==> src/rtl/vga_pkg.sv <==
// Shared types and constants for the VGA frame-buffer write buffer:
// APB response values, parameter defaults and the buffered-write entry.
package vga_pkg;

  localparam int VGA_DEPTH_DEF  = 8;
  localparam int VGA_FB_AW_DEF  = 21;
  localparam int VGA_FB_AW_MAX  = 30;

  localparam logic [31:0] APB_RDATA_NONE = 32'h0000_0000;
  localparam logic        APB_RESP_OKAY  = 1'b0;
  localparam logic        APB_RESP_ERR   = 1'b1;

  typedef enum logic [1:0] {
    APB_IDLE   = 2'd0,
    APB_SETUP  = 2'd1,
    APB_ACCESS = 2'd2
  } apb_phase_e;

  // The full word address is kept; the top slices it down to FB_AW bits.
  typedef struct packed {
    logic [VGA_FB_AW_MAX-1:0] addr;
    logic [31:0]              data;
    logic [3:0]               strb;
  } wbuf_entry_t;

  function automatic apb_phase_e apb_phase(input logic psel, input logic penable);
    apb_phase_e ph;
    case ({psel, penable})
      2'b10:   ph = APB_SETUP;
      2'b11:   ph = APB_ACCESS;
      default: ph = APB_IDLE;
    endcase
    return ph;
  endfunction

  function automatic wbuf_entry_t wbuf_make_entry(input logic [31:0] paddr,
                                                  input logic [31:0] pwdata,
                                                  input logic [3:0]  pstrb);
    wbuf_entry_t e;
    e.addr = paddr[31:2];
    e.data = pwdata;
    e.strb = pstrb;
    return e;
  endfunction

endpackage

==> src/rtl/vga_fb_wbuf_if.sv <==
// APB slave and frame-buffer write port bundle for vga_fb_wbuf.
interface vga_fb_wbuf_if import vga_pkg::*; #(
  parameter int FB_AW = VGA_FB_AW_DEF
) ();

  logic [31:0]      in_paddr;
  logic             in_psel;
  logic             in_penable;
  logic [2:0]       in_pprot;
  logic             in_pwrite;
  logic [31:0]      in_pwdata;
  logic [3:0]       in_pstrb;
  logic             in_pready;
  logic [31:0]      in_prdata;
  logic             in_pslverr;

  logic             fb_we;
  logic [FB_AW-1:0] fb_addr;
  logic [31:0]      fb_wdata;
  logic [3:0]       fb_wstrb;
  logic             fb_ready;
  logic             vga_blank;

  modport slave (
    input  in_paddr, in_psel, in_penable, in_pprot, in_pwrite, in_pwdata, in_pstrb,
    input  fb_ready, vga_blank,
    output in_pready, in_prdata, in_pslverr,
    output fb_we, fb_addr, fb_wdata, fb_wstrb
  );

  modport master (
    output in_paddr, in_psel, in_penable, in_pprot, in_pwrite, in_pwdata, in_pstrb,
    output fb_ready, vga_blank,
    input  in_pready, in_prdata, in_pslverr,
    input  fb_we, fb_addr, fb_wdata, fb_wstrb
  );

endinterface

==> src/rtl/vga_wbuf_fifo.sv <==
// Synchronous write FIFO; full is judged on current occupancy only, so a
// simultaneous pop never lets a push into a full buffer.
module vga_wbuf_fifo import vga_pkg::*; #(
  parameter int DEPTH = VGA_DEPTH_DEF
) (
  input  logic        clock,
  input  logic        reset,
  input  logic        push,
  input  wbuf_entry_t push_entry,
  input  logic        pop,
  output logic        full,
  output logic        empty,
  output wbuf_entry_t head,
  output logic [((DEPTH > 1) ? $clog2(DEPTH) : 1):0] count
);

  localparam int AW    = (DEPTH > 1) ? $clog2(DEPTH) : 1;
  localparam int CNT_W = AW + 1;

  wbuf_entry_t      mem_r [DEPTH];
  logic [AW-1:0]    wr_ptr_r;
  logic [AW-1:0]    rd_ptr_r;
  logic [CNT_W-1:0] count_r;
  logic             push_ok_s;
  logic             pop_ok_s;

  assign full      = (count_r == CNT_W'(DEPTH));
  assign empty     = (count_r == {CNT_W{1'b0}});
  assign push_ok_s = push & ~full;
  assign pop_ok_s  = pop & ~empty;
  assign head      = mem_r[rd_ptr_r];
  assign count     = count_r;

  // Pointer and occupancy bookkeeping; pointers wrap naturally at DEPTH.
  always_ff @(posedge clock or posedge reset) begin
    if (reset) begin
      wr_ptr_r <= {AW{1'b0}};
      rd_ptr_r <= {AW{1'b0}};
      count_r  <= {CNT_W{1'b0}};
    end else begin
      if (push_ok_s) begin
        wr_ptr_r <= wr_ptr_r + AW'(1);
      end
      if (pop_ok_s) begin
        rd_ptr_r <= rd_ptr_r + AW'(1);
      end
      case ({push_ok_s, pop_ok_s})
        2'b10:   count_r <= count_r + CNT_W'(1);
        2'b01:   count_r <= count_r - CNT_W'(1);
        default: count_r <= count_r;
      endcase
    end
  end

  // Entry storage; stale contents are unreachable once the counter is cleared.
  always_ff @(posedge clock) begin
    if (push_ok_s) begin
      mem_r[wr_ptr_r] <= push_entry;
    end
  end

endmodule

==> src/rtl/vga_fb_wbuf.sv <==
// Posted APB write buffer in front of the frame buffer. Reads are rejected
// with an error response. Define VGA_WBUF_BLANK_ONLY_EN to drain only while
// vga_blank is high.
module vga_fb_wbuf import vga_pkg::*; #(
  parameter int DEPTH = VGA_DEPTH_DEF,
  parameter int FB_AW = VGA_FB_AW_DEF
) (
  input logic           clock,
  input logic           reset,
  vga_fb_wbuf_if.slave  bus
);

  localparam int AW = (DEPTH > 1) ? $clog2(DEPTH) : 1;

  apb_phase_e   phase_s;
  wbuf_entry_t  push_entry_s;
  wbuf_entry_t  head_s;
  logic         push_s;
  logic         pop_s;
  logic         full_s;
  logic         empty_s;
  logic         drain_en_s;
  logic         fb_we_s;
  logic         pready_s;
  logic         pslverr_s;
  logic [AW:0]  count_s;
  logic         unused_s;

  assign phase_s      = apb_phase(bus.in_psel, bus.in_penable);
  assign push_entry_s = wbuf_make_entry(bus.in_paddr, bus.in_pwdata, bus.in_pstrb);

  // APB access decode: writes wait while full, reads finish at once with an error.
  always_comb begin
    pready_s  = 1'b0;
    pslverr_s = APB_RESP_OKAY;
    push_s    = 1'b0;
    if (phase_s == APB_ACCESS) begin
      if (bus.in_pwrite) begin
        pready_s  = ~full_s;
        push_s    = ~full_s;
        pslverr_s = APB_RESP_OKAY;
      end else begin
        pready_s  = 1'b1;
        push_s    = 1'b0;
        pslverr_s = APB_RESP_ERR;
      end
    end else begin
      pready_s  = 1'b0;
      pslverr_s = APB_RESP_OKAY;
      push_s    = 1'b0;
    end
  end

  assign bus.in_pready  = pready_s;
  assign bus.in_prdata  = APB_RDATA_NONE;
  assign bus.in_pslverr = pslverr_s;

`ifdef VGA_WBUF_BLANK_ONLY_EN
  assign drain_en_s = bus.vga_blank;
  assign unused_s   = ^{bus.in_paddr[1:0], bus.in_pprot, head_s.addr, count_s};
`else
  assign drain_en_s = 1'b1;
  assign unused_s   = ^{bus.in_paddr[1:0], bus.in_pprot, head_s.addr, count_s, bus.vga_blank};
`endif

  assign fb_we_s      = ~empty_s & drain_en_s;
  assign pop_s        = fb_we_s & bus.fb_ready;

  assign bus.fb_we    = fb_we_s;
  assign bus.fb_addr  = head_s.addr[FB_AW-1:0];
  assign bus.fb_wdata = head_s.data;
  assign bus.fb_wstrb = head_s.strb;

  vga_wbuf_fifo #(
    .DEPTH (DEPTH)
  ) u_fifo (
    .clock      (clock),
    .reset      (reset),
    .push       (push_s),
    .push_entry (push_entry_s),
    .pop        (pop_s),
    .full       (full_s),
    .empty      (empty_s),
    .head       (head_s),
    .count      (count_s)
  );

endmodule

==> src/flat_wrapper.sv <==
// flat-port wrapper written by rule: the top's interface ports become plain ports
module vga_fb_wbuf_flat import vga_pkg::*;
#(
  parameter int DEPTH = VGA_DEPTH_DEF,
  parameter int FB_AW = VGA_FB_AW_DEF
)
  (clock, reset, bus_in_paddr, bus_in_psel, bus_in_penable, bus_in_pprot, bus_in_pwrite, bus_in_pwdata, bus_in_pstrb, bus_fb_ready, bus_vga_blank, bus_in_pready, bus_in_prdata, bus_in_pslverr, bus_fb_we, bus_fb_addr, bus_fb_wdata, bus_fb_wstrb);
  vga_fb_wbuf_if #(.FB_AW(FB_AW)) bus_i ();
  input logic clock;
  input logic reset;
  input wire logic [$bits(bus_i.in_paddr)-1:0] bus_in_paddr;
  input wire logic [$bits(bus_i.in_psel)-1:0] bus_in_psel;
  input wire logic [$bits(bus_i.in_penable)-1:0] bus_in_penable;
  input wire logic [$bits(bus_i.in_pprot)-1:0] bus_in_pprot;
  input wire logic [$bits(bus_i.in_pwrite)-1:0] bus_in_pwrite;
  input wire logic [$bits(bus_i.in_pwdata)-1:0] bus_in_pwdata;
  input wire logic [$bits(bus_i.in_pstrb)-1:0] bus_in_pstrb;
  input wire logic [$bits(bus_i.fb_ready)-1:0] bus_fb_ready;
  input wire logic [$bits(bus_i.vga_blank)-1:0] bus_vga_blank;
  output wire logic [$bits(bus_i.in_pready)-1:0] bus_in_pready;
  output wire logic [$bits(bus_i.in_prdata)-1:0] bus_in_prdata;
  output wire logic [$bits(bus_i.in_pslverr)-1:0] bus_in_pslverr;
  output wire logic [$bits(bus_i.fb_we)-1:0] bus_fb_we;
  output wire logic [$bits(bus_i.fb_addr)-1:0] bus_fb_addr;
  output wire logic [$bits(bus_i.fb_wdata)-1:0] bus_fb_wdata;
  output wire logic [$bits(bus_i.fb_wstrb)-1:0] bus_fb_wstrb;
  assign bus_i.in_paddr = bus_in_paddr;
  assign bus_i.in_psel = bus_in_psel;
  assign bus_i.in_penable = bus_in_penable;
  assign bus_i.in_pprot = bus_in_pprot;
  assign bus_i.in_pwrite = bus_in_pwrite;
  assign bus_i.in_pwdata = bus_in_pwdata;
  assign bus_i.in_pstrb = bus_in_pstrb;
  assign bus_i.fb_ready = bus_fb_ready;
  assign bus_i.vga_blank = bus_vga_blank;
  assign bus_in_pready = bus_i.in_pready;
  assign bus_in_prdata = bus_i.in_prdata;
  assign bus_in_pslverr = bus_i.in_pslverr;
  assign bus_fb_we = bus_i.fb_we;
  assign bus_fb_addr = bus_i.fb_addr;
  assign bus_fb_wdata = bus_i.fb_wdata;
  assign bus_fb_wstrb = bus_i.fb_wstrb;
  vga_fb_wbuf #(.DEPTH(DEPTH), .FB_AW(FB_AW)) u_core (.clock(clock), .reset(reset), .bus(bus_i));
endmodule
==> config.mk <==
export PLATFORM = sky130hd
export DESIGN_NAME = vga_fb_wbuf_flat
export DESIGN_NICKNAME = d
export VERILOG_FILES = /design/src/rtl/vga_pkg.sv /design/src/rtl/vga_fb_wbuf_if.sv /design/src/rtl/vga_wbuf_fifo.sv /design/src/rtl/vga_fb_wbuf.sv /design/src/flat_wrapper.sv
export SDC_FILE = /design/constraint.sdc
export NUM_CORES = 1
export LEC_CHECK = 0
export CORE_UTILIZATION = 30
export DETAILED_ROUTE_END_ITERATION = 10
export DONT_BUFFER_PORTS = 1
export SYNTH_ARGS = -nofsm -noshare
export SYNTH_HDL_FRONTEND = slang
export SYNTH_SLANG_ARGS = --single-unit
==> constraint.sdc <==
create_clock -name clock -period 15.2 [get_ports clock]
set_input_delay 2.28 -clock clock [delete_from_list [all_inputs] [get_ports clock]]
set_output_delay 2.28 -clock clock [all_outputs]
set_load 0.05 [all_outputs]
==> qor.csv <==
stage,metric,value,unit
outcome,status,"finished, final reports clean",
cells_and_area,synthesis-to-finish area growth,13.5,%
critical_path,critical path type,in2out,
die,die width,249,um
die,Die Ht,249,um
sta,Worst Max-Slew Pin Slew,1.06,ns
job,Max-cap violations,0,
sta,setup_tns,0,ns
cells_and_area,share of cells above drive strength 1,32.1,%
route,WL met3,2.36,mm
sta,Max Clock Freq,172,MHz
cells_and_area,"commonest non-fill, non-tap cell in the layout",edfxtp_1,
critical_path,Critical-path top delay cell,nor2_1,
clocking,clk_lat worst skew,0.57,ns
critical_path,max incr delay on CP,0.70,ns
hold_path,Worst Hold Class,reg2reg,
cells_and_area,diodes inserted,0,
cells_and_area,Final nets,877,
die,FP Rows,90,
critical_path,Setup crit end kind,primary output,
route,drt wl/cell,22.3,um
critical_path,crit-path cells,nand2_1 > nor2_1 > a31o_1,
yosys,cell taking the most area after synthesis,edfxtp_1,
route,Residual DRC,0,
power,switching share of total power,33.8,%
power,VDD IR-drop max,0.245,mV
sta,setup violators final,0,
yosys,ranking of synthesized cells by area,"edfxtp_1 75%, mux4_2 14%, mux2_4 4.0%",
power,power share of the sequential group,38.9,%
power,PD cells,197,nW/um^2
cells_and_area,"Core Util, Final",34.4,%
critical_path,CP max FO,4,
route,wire length on met2,17.5,mm
global_route,number of global-route vias before repair,8010,
critical_path,CP Launch Type,primary input,
route,drt first pass iters,4,
clocking,Post-CTS Setup Repair Bufs,0,
yosys,"Distinct cells, synth",38,
yosys,sequential area share after synthesis,76.4,%
clocking,clk buf depth,3,
power,Leak,6.53,nW
clocking,# clock sinks,466,
power,NetSw,0.00138,W
sta,Final Hold Fails,0,
yosys,Syn. warnings,0,
global_route,largest net degree at the start of global routing,68,
route,final WL,36.1,mm
cells_and_area,most frequent cells in the layout,"456 x edfxtp_1, 111 x mux4_2, 53 x clkbuf_16",
cells_and_area,multi-input logic area,3960,um^2
die,Ports,170,
yosys,Cells after Synth,760,
sta,RSZ-0062 raised after global routing,no,
clocking,CTS tree,done,
die,die area,61800,um^2
yosys,share of the synthesized area in the top cell type,75.1,%
yosys,"EDFF count, synth",456,
place,# port buffers,0,
yosys,"flops & latches, synth",466,
cells_and_area,design area,20700,um^2
critical_path,"Req. time, crit path",12.92,ns
route,1st-iter DRT viols,451,
clocking,CTS H-tree depth,2,
place,Post-DP HPWL,18.6,mm
cells_and_area,register area,14000,um^2
route,Routed Antenna Nets,0,
yosys,ys flop type,edfxtp_1,
global_route,gr usage total,11.8,%
yosys,Mapped Area,18200,um^2
cells_and_area,Fillers,5517,
die,Initial Util,30.3,%
sta,Tmin final,5.82,ns
critical_path,Worst Path Buf+Inv,0,
sta,Worst slew margin,29.7,%
yosys,fraction of registers with async set/reset,2.15,%
power,combinational share of power,31.0,%
clocking,total CTS buffers,51,
clocking,"Clk pin slew, worst setup/hold paths",0.06,ns
sta,Tcrit/Tclk final,38.3,%
route,met1 WL,15.5,mm
power,clock power share,30.1,%
clocking,clk root buf,clkbuf_16,
critical_path,"delay-heaviest family, CP",simple AND/OR/NAND/NOR gates,
clocking,post_cts resized,0,
clocking,hold_buf cts,0,
route,Vias,7473,
global_route,grt total ovfl,0,
power,Internal,0.00271,W
route,number of vias per cell,4.62,
global_route,initial antenna violation count,0,
route,DR top layer,met4,
die,Core Region,60200,um^2
global_route,first-pass GRT wire length,53.4,mm
place,gpl congestion,0.659,
yosys,Mapped Avg Cell Area,24.0,um^2
sta,Final Skew,0.00816,ns
critical_path,Worst EP arrival,3.54,ns
place,placed cell area,19000,um^2
sta,Slew Limit Fails,0,
-- worst paths after layout --
kind                            slack (ns)  depth (start not counted)                      start                          to
max in group asynchronous            13.30                          1                      reset   u_core.u_fifo.rd_ptr_r[0]
worst min register to register        0.52                          1  u_core.u_fifo.wr_ptr_r[0]   u_core.u_fifo.wr_ptr_r[0]
worst min-delay path                  0.52                          1  u_core.u_fifo.wr_ptr_r[0]   u_core.u_fifo.wr_ptr_r[0]
worst max register to register       12.09                          4     u_core.u_fifo.count[2]  u_core.u_fifo.mem_r[0][21]
min in group asynchronous             1.58                          1                      reset   u_core.u_fifo.rd_ptr_r[1]
worst max-delay path                  9.38                          3             bus_in_penable               bus_in_pready
-- power by group through the flow --
| stage | logic, W | registers, W | clock network, W |
|---|---|---|---|
| final | 0.00127 | 0.00159 | 0.00123 |
| after global routing | 0.00133 | 0.00161 | 0.00132 |
| after CTS | 0.00130 | 0.00160 | 0.00127 |
| after detailed placement | 0.00129 | 0.00162 | 0 |
| after global placement | 0.00129 | 0.00162 | 0 |
| after floorplan | 0.00123 | 0.00152 | 0 |
-- registers in the layout, indices dropped and copies added, names as in the netlist --
register / cells
u_core.u_fifo.rd_ptr_r: 3
u_core.u_fifo.mem_r: 456
u_core.u_fifo.count: 4
u_core.u_fifo.wr_ptr_r: 3
-- cell type report --
type | instances | area share, %
tap | 782 | 4.73
clock buffer | 67 | 6.66
clock inverter | 28 | 1.42
timing repair buffer | 16 | 0.580
multi-input combinational | 255 | 19.1
inverter | 4 | 0.0725
sequential | 466 | 67.4
-- per-stage QoR --
step	total power (W)	setup slack (ns)	hold slack, ns	std cells
3_5_place_dp	0.00292	9.38	0.514	1523
3_3_place_gp	0.00291	9.37	0.507	1523
6_report	0.00409	9.38	0.520	1618
4_1_cts	0.00416	9.30	0.523	1618
5_1_grt	0.00426	9.16	0.554	1618
2_1_floorplan	0.00276	8.04	0.487	791
-- cells in the mapped netlist (2+ instances only) --
cell type and n:
ha_1 5, buf_12 6, edfxtp_1 456, mux2_1 2, nor3_1 4, buf_4 32, clkbuf_1 11, mux2_4 48
buf_2 16, or4b_1 2, or4_1 2, dfrtp_1 10, mux4_1 3, mux2_2 10, mux4_2 111, or3b_1 2
nand3_1 3, inv_1 3, xnor2_1 6, nand2_1 5, nor2_1 6
-- layer usage --
layer	vias up	GRT usage, %
li1	3217	-
met1	4023	15.3
met2	178	19.0
met3	55	3.70
met4	0	3.35
met5	-	0
-- kinds of logic (layout without fill, tap and decap cells) --
kind of cell             Yosys count  after routing  share of synthesized area (%)
AND/OR/NAND/NOR                   29             29                          0.899
flip-flops                       466            466                           76.4
multiplexers                     175            175                           18.9
XOR/XNOR                           7              7                          0.336
AO/OA/AOI/OAI                      7              7                          0.302
other                              1             32                         0.0206
buffers and inverters             70            115                           2.78
adder cells (fa/ha/maj)            5              5                          0.343
No activity file was read; power rests on OpenSTA's default activity.
